--- config.mk ---
export PLATFORM = sky130hd
export DESIGN_NAME = ber_test_engine_flat
export DESIGN_NICKNAME = d
export VERILOG_FILES = /design/src/rtl/ber_test_engine_if.sv /design/src/rtl/ber_test_engine.sv /design/src/flat_wrapper.sv
export SDC_FILE = /design/constraint.sdc
export NUM_CORES = 1
export LEC_CHECK = 0
export ABC_AREA = 1
export CAP_MARGIN = 10
export CORE_ASPECT_RATIO = 1.75
export CORE_MARGIN = 5
export CORE_UTILIZATION = 60
export CTS_BUF_LIST = sky130_fd_sc_hd__clkbuf_8
export DETAILED_ROUTE_END_ITERATION = 16
export PLACE_DENSITY = 0.87
export SYNTH_ARGS = -nofsm -noshare
export SYNTH_HDL_FRONTEND = slang
export SYNTH_SLANG_ARGS = --single-unit
--- constraint.sdc ---
create_clock -name clk -period 7.8 [get_ports clk]
set_input_delay 1.17 -clock clk [delete_from_list [all_inputs] [get_ports clk]]
set_output_delay 1.17 -clock clk [all_outputs]
set_load 0.1 [all_outputs]
--- src/rtl/ber_test_engine_if.sv ---
// Encoder/decoder handshake bundle between the BER engine (master) and the codec under test (slave).
// The engine drives requests and the corrupted codeword; the codec answers with ack/valid strobes.
interface ber_test_engine_if #(
  parameter int unsigned DATA_W = 16,
  parameter int unsigned CW_W   = 64
);
  logic              enc_req;
  logic [DATA_W-1:0] enc_data;
  logic              enc_ack;
  logic [CW_W-1:0]   enc_cw;
  logic              dec_start;
  logic [CW_W-1:0]   dec_cw;
  logic              dec_valid;
  logic [DATA_W-1:0] dec_data;
  logic              dec_uncorr;

  modport master (
    output enc_req, enc_data, dec_start, dec_cw,
    input  enc_ack, enc_cw, dec_valid, dec_data, dec_uncorr
  );

  modport slave (
    input  enc_req, enc_data, dec_start, dec_cw,
    output enc_ack, enc_cw, dec_valid, dec_data, dec_uncorr
  );
endinterface

--- src/rtl/ber_test_engine.sv ---
// BER test engine: LFSR words -> encoder -> random single-bit flip -> decoder -> compare, with run stats.
// One vector = encoder wait + decoder wait + 3 cycles; the engine waits on enc_ack/dec_valid (timeout on decode).
module ber_test_engine #(
  parameter int unsigned DATA_W  = 16,
  parameter int unsigned CW_W    = 64,
  parameter int unsigned DEPTH   = 10000,
  parameter int unsigned TIMEOUT = 1024,
  parameter logic [31:0] SEED    = 32'hACE1_2024
) (
  input  logic                  clk,
  input  logic                  rst_n,
  input  logic                  start_i,
  input  logic                  abort_i,
  input  logic [3:0]            ber_lvl_i,
  ber_test_engine_if.master     codec,
  output logic                  busy_o,
  output logic                  done_o,
  output logic [31:0]           vec_cnt_o,
  output logic [31:0]           err_cnt_o,
  output logic [31:0]           unc_cnt_o,
  output logic [31:0]           to_cnt_o,
  output logic [31:0]           inj_cnt_o,
  output logic [31:0]           cyc_cnt_o
);

  localparam logic [31:0] LFSR_POLY = 32'h8020_0003;

  typedef enum logic [2:0] {
    S_IDLE, S_ENC, S_INJ, S_DEC, S_CMP, S_DONE
  } state_t;

  state_t            state_q;
  logic [31:0]       data_lfsr_q, inj_lfsr_q;
  logic [31:0]       wait_q;
  logic [31:0]       vec_q, err_q, unc_q, to_q, inj_q, cyc_q;
  logic [CW_W-1:0]   cw_q, dec_cw_q;
  logic [DATA_W-1:0] enc_data_q, res_data_q;
  logic              enc_req_q, dec_start_q, busy_q, done_q;
  logic              abort_q, res_unc_q, res_to_q;

  function automatic logic [31:0] lfsr_step(input logic [31:0] s);
    return (s >> 1) ^ (s[0] ? LFSR_POLY : 32'h0);
  endfunction

  function automatic logic [31:0] sat_inc(input logic [31:0] v);
    return (v == 32'hFFFF_FFFF) ? v : v + 32'd1;
  endfunction

  logic [31:0]     data_nxt, inj_nxt, vec_inc;
  logic [3:0]      lvl_c;
  logic [15:0]     thr;
  logic [8:0]      flip_idx;
  logic            inject;
  logic [CW_W-1:0] flip_mask;
  logic            unused_bits;

  assign data_nxt  = lfsr_step(data_lfsr_q);
  assign inj_nxt   = lfsr_step(inj_lfsr_q);
  assign lvl_c     = (ber_lvl_i > 4'd10) ? 4'd10 : ber_lvl_i;
  assign thr       = 16'(lvl_c) * 16'd655;
  // Decision and bit position both come from the freshly advanced injection LFSR.
  assign inject    = inj_nxt[31:16] < thr;
  assign flip_idx  = {1'b0, inj_nxt[7:0]} % 9'(CW_W);
  assign flip_mask = inject ? ({{(CW_W-1){1'b0}}, 1'b1} << flip_idx) : '0;
  assign vec_inc   = sat_inc(vec_q);
  assign unused_bits = ^{inj_nxt, data_nxt};

  always_ff @(posedge clk or negedge rst_n) begin
    if (!rst_n) begin
      state_q     <= S_IDLE;
      data_lfsr_q <= SEED;
      inj_lfsr_q  <= SEED;
      wait_q      <= '0;
      vec_q       <= '0;
      err_q       <= '0;
      unc_q       <= '0;
      to_q        <= '0;
      inj_q       <= '0;
      cyc_q       <= '0;
      cw_q        <= '0;
      dec_cw_q    <= '0;
      enc_data_q  <= '0;
      res_data_q  <= '0;
      enc_req_q   <= 1'b0;
      dec_start_q <= 1'b0;
      busy_q      <= 1'b0;
      done_q      <= 1'b0;
      abort_q     <= 1'b0;
      res_unc_q   <= 1'b0;
      res_to_q    <= 1'b0;
    end else begin
      done_q      <= 1'b0;
      dec_start_q <= 1'b0;
      if (busy_q) cyc_q <= sat_inc(cyc_q);
      if (busy_q && abort_i) abort_q <= 1'b1;

      case (state_q)
        S_IDLE: begin
          if (start_i) begin
            state_q    <= S_ENC;
            busy_q     <= 1'b1;
            enc_req_q  <= 1'b1;
            enc_data_q <= data_lfsr_q[DATA_W-1:0];
            vec_q      <= '0;
            err_q      <= '0;
            unc_q      <= '0;
            to_q       <= '0;
            inj_q      <= '0;
            cyc_q      <= '0;
            abort_q    <= 1'b0;
          end
        end

        S_ENC: begin
          if (codec.enc_ack) begin
            cw_q      <= codec.enc_cw;
            enc_req_q <= 1'b0;
            state_q   <= S_INJ;
          end
        end

        S_INJ: begin
          inj_lfsr_q  <= inj_nxt;
          dec_cw_q    <= cw_q ^ flip_mask;
          if (inject) inj_q <= sat_inc(inj_q);
          dec_start_q <= 1'b1;
          wait_q      <= '0;
          state_q     <= S_DEC;
        end

        S_DEC: begin
          wait_q <= wait_q + 32'd1;
          // A result arriving in the final wait cycle beats the timeout.
          if (codec.dec_valid) begin
            res_data_q <= codec.dec_data;
            res_unc_q  <= codec.dec_uncorr;
            res_to_q   <= 1'b0;
            state_q    <= S_CMP;
          end else if (wait_q == 32'(TIMEOUT - 1)) begin
            res_to_q <= 1'b1;
            to_q     <= sat_inc(to_q);
            state_q  <= S_CMP;
          end
        end

        S_CMP: begin
          if (!res_to_q) begin
            if (res_unc_q)                    unc_q <= sat_inc(unc_q);
            else if (res_data_q != enc_data_q) err_q <= sat_inc(err_q);
          end
          vec_q       <= vec_inc;
          data_lfsr_q <= data_nxt;
          if (vec_inc == 32'(DEPTH) || abort_q || abort_i) begin
            state_q <= S_DONE;
            busy_q  <= 1'b0;
            done_q  <= 1'b1;
            abort_q <= 1'b0;
          end else begin
            state_q    <= S_ENC;
            enc_req_q  <= 1'b1;
            enc_data_q <= data_nxt[DATA_W-1:0];
          end
        end

        S_DONE:  state_q <= S_IDLE;
        default: state_q <= S_IDLE;
      endcase
    end
  end

  assign codec.enc_req   = enc_req_q;
  assign codec.enc_data  = enc_data_q;
  assign codec.dec_start = dec_start_q;
  assign codec.dec_cw    = dec_cw_q;

  assign busy_o    = busy_q;
  assign done_o    = done_q;
  assign vec_cnt_o = vec_q;
  assign err_cnt_o = err_q;
  assign unc_cnt_o = unc_q;
  assign to_cnt_o  = to_q;
  assign inj_cnt_o = inj_q;
  assign cyc_cnt_o = cyc_q;

endmodule

--- src/flat_wrapper.sv ---
// flat-port wrapper written by rule: the top's interface ports become plain ports
module ber_test_engine_flat 
#(
  parameter int unsigned DATA_W  = 16,
  parameter int unsigned CW_W    = 64,
  parameter int unsigned DEPTH   = 10000,
  parameter int unsigned TIMEOUT = 1024,
  parameter logic [31:0] SEED    = 32'hACE1_2024
)
  (clk, rst_n, start_i, abort_i, ber_lvl_i, busy_o, done_o, vec_cnt_o, err_cnt_o, unc_cnt_o, to_cnt_o, inj_cnt_o, cyc_cnt_o, codec_enc_req, codec_enc_data, codec_dec_start, codec_dec_cw, codec_enc_ack, codec_enc_cw, codec_dec_valid, codec_dec_data, codec_dec_uncorr);
  ber_test_engine_if #(.DATA_W(DATA_W), .CW_W(CW_W)) codec_i ();
  input  logic clk;
  input  logic rst_n;
  input  logic start_i;
  input  logic abort_i;
  input  logic [3:0] ber_lvl_i;
  output logic busy_o;
  output logic done_o;
  output logic [31:0] vec_cnt_o;
  output logic [31:0] err_cnt_o;
  output logic [31:0] unc_cnt_o;
  output logic [31:0] to_cnt_o;
  output logic [31:0] inj_cnt_o;
  output logic [31:0] cyc_cnt_o;
  output wire logic [$bits(codec_i.enc_req)-1:0] codec_enc_req;
  output wire logic [$bits(codec_i.enc_data)-1:0] codec_enc_data;
  output wire logic [$bits(codec_i.dec_start)-1:0] codec_dec_start;
  output wire logic [$bits(codec_i.dec_cw)-1:0] codec_dec_cw;
  input wire logic [$bits(codec_i.enc_ack)-1:0] codec_enc_ack;
  input wire logic [$bits(codec_i.enc_cw)-1:0] codec_enc_cw;
  input wire logic [$bits(codec_i.dec_valid)-1:0] codec_dec_valid;
  input wire logic [$bits(codec_i.dec_data)-1:0] codec_dec_data;
  input wire logic [$bits(codec_i.dec_uncorr)-1:0] codec_dec_uncorr;
  assign codec_enc_req = codec_i.enc_req;
  assign codec_enc_data = codec_i.enc_data;
  assign codec_dec_start = codec_i.dec_start;
  assign codec_dec_cw = codec_i.dec_cw;
  assign codec_i.enc_ack = codec_enc_ack;
  assign codec_i.enc_cw = codec_enc_cw;
  assign codec_i.dec_valid = codec_dec_valid;
  assign codec_i.dec_data = codec_dec_data;
  assign codec_i.dec_uncorr = codec_dec_uncorr;
  ber_test_engine #(.DATA_W(DATA_W), .CW_W(CW_W), .DEPTH(DEPTH), .TIMEOUT(TIMEOUT), .SEED(SEED)) u_core (.clk(clk), .rst_n(rst_n), .start_i(start_i), .abort_i(abort_i), .ber_lvl_i(ber_lvl_i), .codec(codec_i), .busy_o(busy_o), .done_o(done_o), .vec_cnt_o(vec_cnt_o), .err_cnt_o(err_cnt_o), .unc_cnt_o(unc_cnt_o), .to_cnt_o(to_cnt_o), .inj_cnt_o(inj_cnt_o), .cyc_cnt_o(cyc_cnt_o));
endmodule
==> out/metrics.yaml <==
largest_net_degree_at_the_start_of_global_routing: 146
synth.yosys.warnings: 0
final_antenna_net_count: 0
cp.required_ns: 8.26
synth_cells: 3480
wire_length_of_the_first_global_routing_pass_um: 124000
timing.max_slew.rel_slack_pct: 26.7
synth.lib_cells_used.distinct: 54
layout_common_cells: "nand2_1, dfrtp_1, nor2_1"
synth_fa_ha_area_share_pct: 1.87
run_status: "finished clean"
post_synth_xor_area_fraction_pct: 4.49
layout_setup_ws_ns: 1.61
drt-vias-per-instance: 5.68
hold_buffers: 0
tritoncts: "yes"
cts-resized-gates: 0
detailedRoute.firstIterationViolations: 2117
power_switching_mw: 4.31
yosys-top-cells-area: "dfrtp_1, nand2_1, nor2_1"
power_leakage_nw: 13.7
synth-compound-area-share_pct: 8.17
vias_after_detailed_routing: 25100
number_of_enable_flip_flop_cells_after_synthesis: 0
power.density_nw_per_um2: 297
cp_slowest_cell: "clkdlybuf4s50_1"
initial_core_util_pct: 60.3
postCtsSetupRepairBufs: 0
ys_seq_elements: 458
critical_path.max_fanout: 64
synth.area.mux_share_pct: 0
groute.layer.met1.usage_pct: 33.6
first_pass_iters: 8
clk_latency_ns: 0.63
postSynthAreaPerCell_sq_um: 7.35
cts_buffer_depth: 3
main_combinational_cell_family_by_area_after_synthesis: "simple AND/OR/NAND/NOR gates"
gpl.final_weighted_congestion: 0.981
arrival_time_of_the_worst_setup_path_ns: 6.66
syn-num-nets: 3608
setup_slack_placement_ns: 1.03
cp-endpoint: "u_core.inj_cnt_o[14]"
comb_power_share_pct: 41.4
critical_path.n_buffers_inverters: 5
timing.final.crit_share_pct: 79.4
gr-total-overflow: 0
fraction_of_power_consumed_by_sequential_logic_pct: 34.0
final_period_minus_worst_setup_slack_ns: 6.19
clockRootBuffer: "clkbuf_8"
post_route_cells_drive_above_1_share_pct: 5.84
synth_top_area_cell: "dfrtp_1"
crit_family: "adder cells"
r2r_cells: 12
delay_contributed_by_the_slowest_stage_of_the_critical_path_ns: 0.56
floorplan.die.height_um: 283
wl_per_cell_um: 17.6
unrepaired_setup_endpoints_after_global_routing: "no"
maxClockFrequency_ghz: 0.161
setup.worst_path.end_class: "flip-flop"
maxCapViolations: 0
area_growth_pct: 22.2
class_of_the_tightest_hold_or_removal_check: "flip-flop to flip-flop"
worst-setup-path-type: "input pin to flip-flop"
clk_pwr_share_pct: 24.6
ys_seq_area_share_pct: 44.9
grt_antenna_before_repair: 1
synth_area_sq_um: 25600
core_box_area_sq_um: 42400
area_share_of_the_largest_cell_type_after_synthesis_pct: 42.7
proportion_of_register_bits_with_asynchronous_set_or_reset_after_synthesis_pct: 100
slew_viol_final: 0
use_met3_pct: 4.87
routed_wirelength_um: 77700
design.final.nets: 3927
yosys.area_share.simple_pct: 33.7
hold_viol_final: 0
critPathLaunch: "ber_lvl_i[3]"
chipWidth_um: 166
numClockSinks: 458
critical_path_cell_count: 26
worst_pin_slew_ns: 1.10
fp-row-count: 100
sw_frac_of_total_pct: 46.4
cts.reportedPaths.clkPinSlew_ns: 0.06
first_global_vias: 24900
rr_startpoint: "u_core.state_q[2]"
cellInternalPower_mw: 4.97
commonest_non_fill_non_tap_cell_in_the_layout: "nand2_1"
drt_drc_violations_left: 0
r2r_setup_slk_ns: 3.69
critical_path.reg2reg.endpoint: "u_core.to_cnt_o[5]"
dp_hpwl_um: 55800
dieArea_sq_um: 47000
number_of_ports_placed_on_the_die_boundary: 367
synthFlopType: "dfrtp_1"
worst_voltage_drop_across_the_vdd_grid_mv: 0.522
io_buffer_count: 366
clock_buffers_created_by_tritoncts: 71
grt.busiest_layer: "met2"
track_usage_pct: 32.0
h-tree-depth: 3
worst_setup_path_start_kind: "input pin"
setup_viol_count_final: 0
timing.clock.skew_ns: 0.0348
grt_use_met2_pct: 57.8
final.hold.worst_slack_ns: 0.464
totalNegativeSetupSlack_ns: 0
-- worst reg2reg max path, stage by stage, from the launching register on --
cell      delay (ns)
dfrtp_1         0.45
nor2_1          0.15
buf_4           0.23
inv_1           0.25
nor2_2          0.70
inv_1           0.72
nor2_1          0.40
o311ai_2        0.14
buf_4           0.25
nand2_1         0.09
buf_4           0.39
nand3_1         0.16
o21ai_0         0.11
-- registers in the layout, indices dropped and copies added (netlist names), 16 cells and up --
name and count:
u_core.codec.dec_cw 64, u_core.cw_q 64, u_core.cyc_cnt_o 32, u_core.data_lfsr_q 32, u_core.err_cnt_o 32, u_core.inj_cnt_o 32
u_core.inj_lfsr_q 32, u_core.to_cnt_o 32, u_core.unc_cnt_o 32, u_core.vec_cnt_o 32, u_core.wait_q 32, u_core.codec.enc_data 16
u_core.res_data_q 16
-- how the worst min path moves through the flow --
stage / start / endpoint / slack [ns] / depth (start not counted)
after floorplan: u_core.data_lfsr_q[18] / u_core.data_lfsr_q[18] / 0.44 / 2
after global placement: u_core.data_lfsr_q[26] / u_core.data_lfsr_q[26] / 0.45 / 2
after detailed placement: u_core.data_lfsr_q[27] / u_core.data_lfsr_q[27] / 0.46 / 2
after CTS: u_core.data_lfsr_q[27] / u_core.data_lfsr_q[27] / 0.47 / 2
after global routing: u_core.inj_lfsr_q[16] / u_core.inj_lfsr_q[16] / 0.49 / 2
final: u_core.data_lfsr_q[27] / u_core.data_lfsr_q[27] / 0.46 / 2
-- per-stage QoR --
stage               util [%]  std cells  area, sq um  power (mW)
CTS                     73.7       4417        31200        9.30
finish                  73.7       4418        31200        9.28
global placement        69.8       4287        29600        6.93
global route            73.7       4418        31200        9.73
detailed placement      69.8       4287        29600        7.00
floorplan                  -       3480        25600        5.97
-- cells by family after synthesis --
| group | after synthesis |
|---|---|
| fa+ha+maj | 37 |
| other cells | 1 |
| buf+inv | 451 |
| flops | 458 |
| simple gates | 2020 |
| compound gates | 382 |
| xor+xnor | 131 |
-- cells in the mapped netlist (all sizes together) (4+ instances only) --
cell    instances
nand2        1102
dfrtp         436
nor2          380
inv           308
nand3         267
o21ai         235
clkbuf        112
nand4         100
nor3          100
xor2           86
a21oi          79
xnor2          45
ha             35
nor4           32
buf            27
o31ai          26
dfstp          22
or2            21
nand3b         14
o22ai          10
a31oi           5
o21a            5
clkinv          4
-- metal layers --
layer  wire [um]  up-vias  part of all wire (%)
met5           0        -                     0
met4        6260        0                   8.1
met3        4340      343                   5.6
met2       40300     1044                    52
met1       26800    11800                    34
li1            -    11900                     -
-- power by group through the flow --
stage	registers [mW]	clock network [mW]	logic, mW
final	3.15	2.28	3.84
after global routing	3.20	2.44	4.09
after CTS	3.14	2.32	3.84
after detailed placement	3.17	0	3.84
after global placement	3.16	0	3.77
after floorplan	4.64	0	1.33
-- area by class of cell --
class | count | area (sq um)
clock inverter | 39 | 362
antenna | 1 | 2.50
fill | 3352 | 11200
sequential | 458 | 11500
tap | 561 | 702
timing repair buffer | 385 | 3870
inverter | 312 | 1170
multi-input combinational | 2571 | 12400
clock buffer | 91 | 1250
Note: power is estimated with default switching activity, not from simulation.
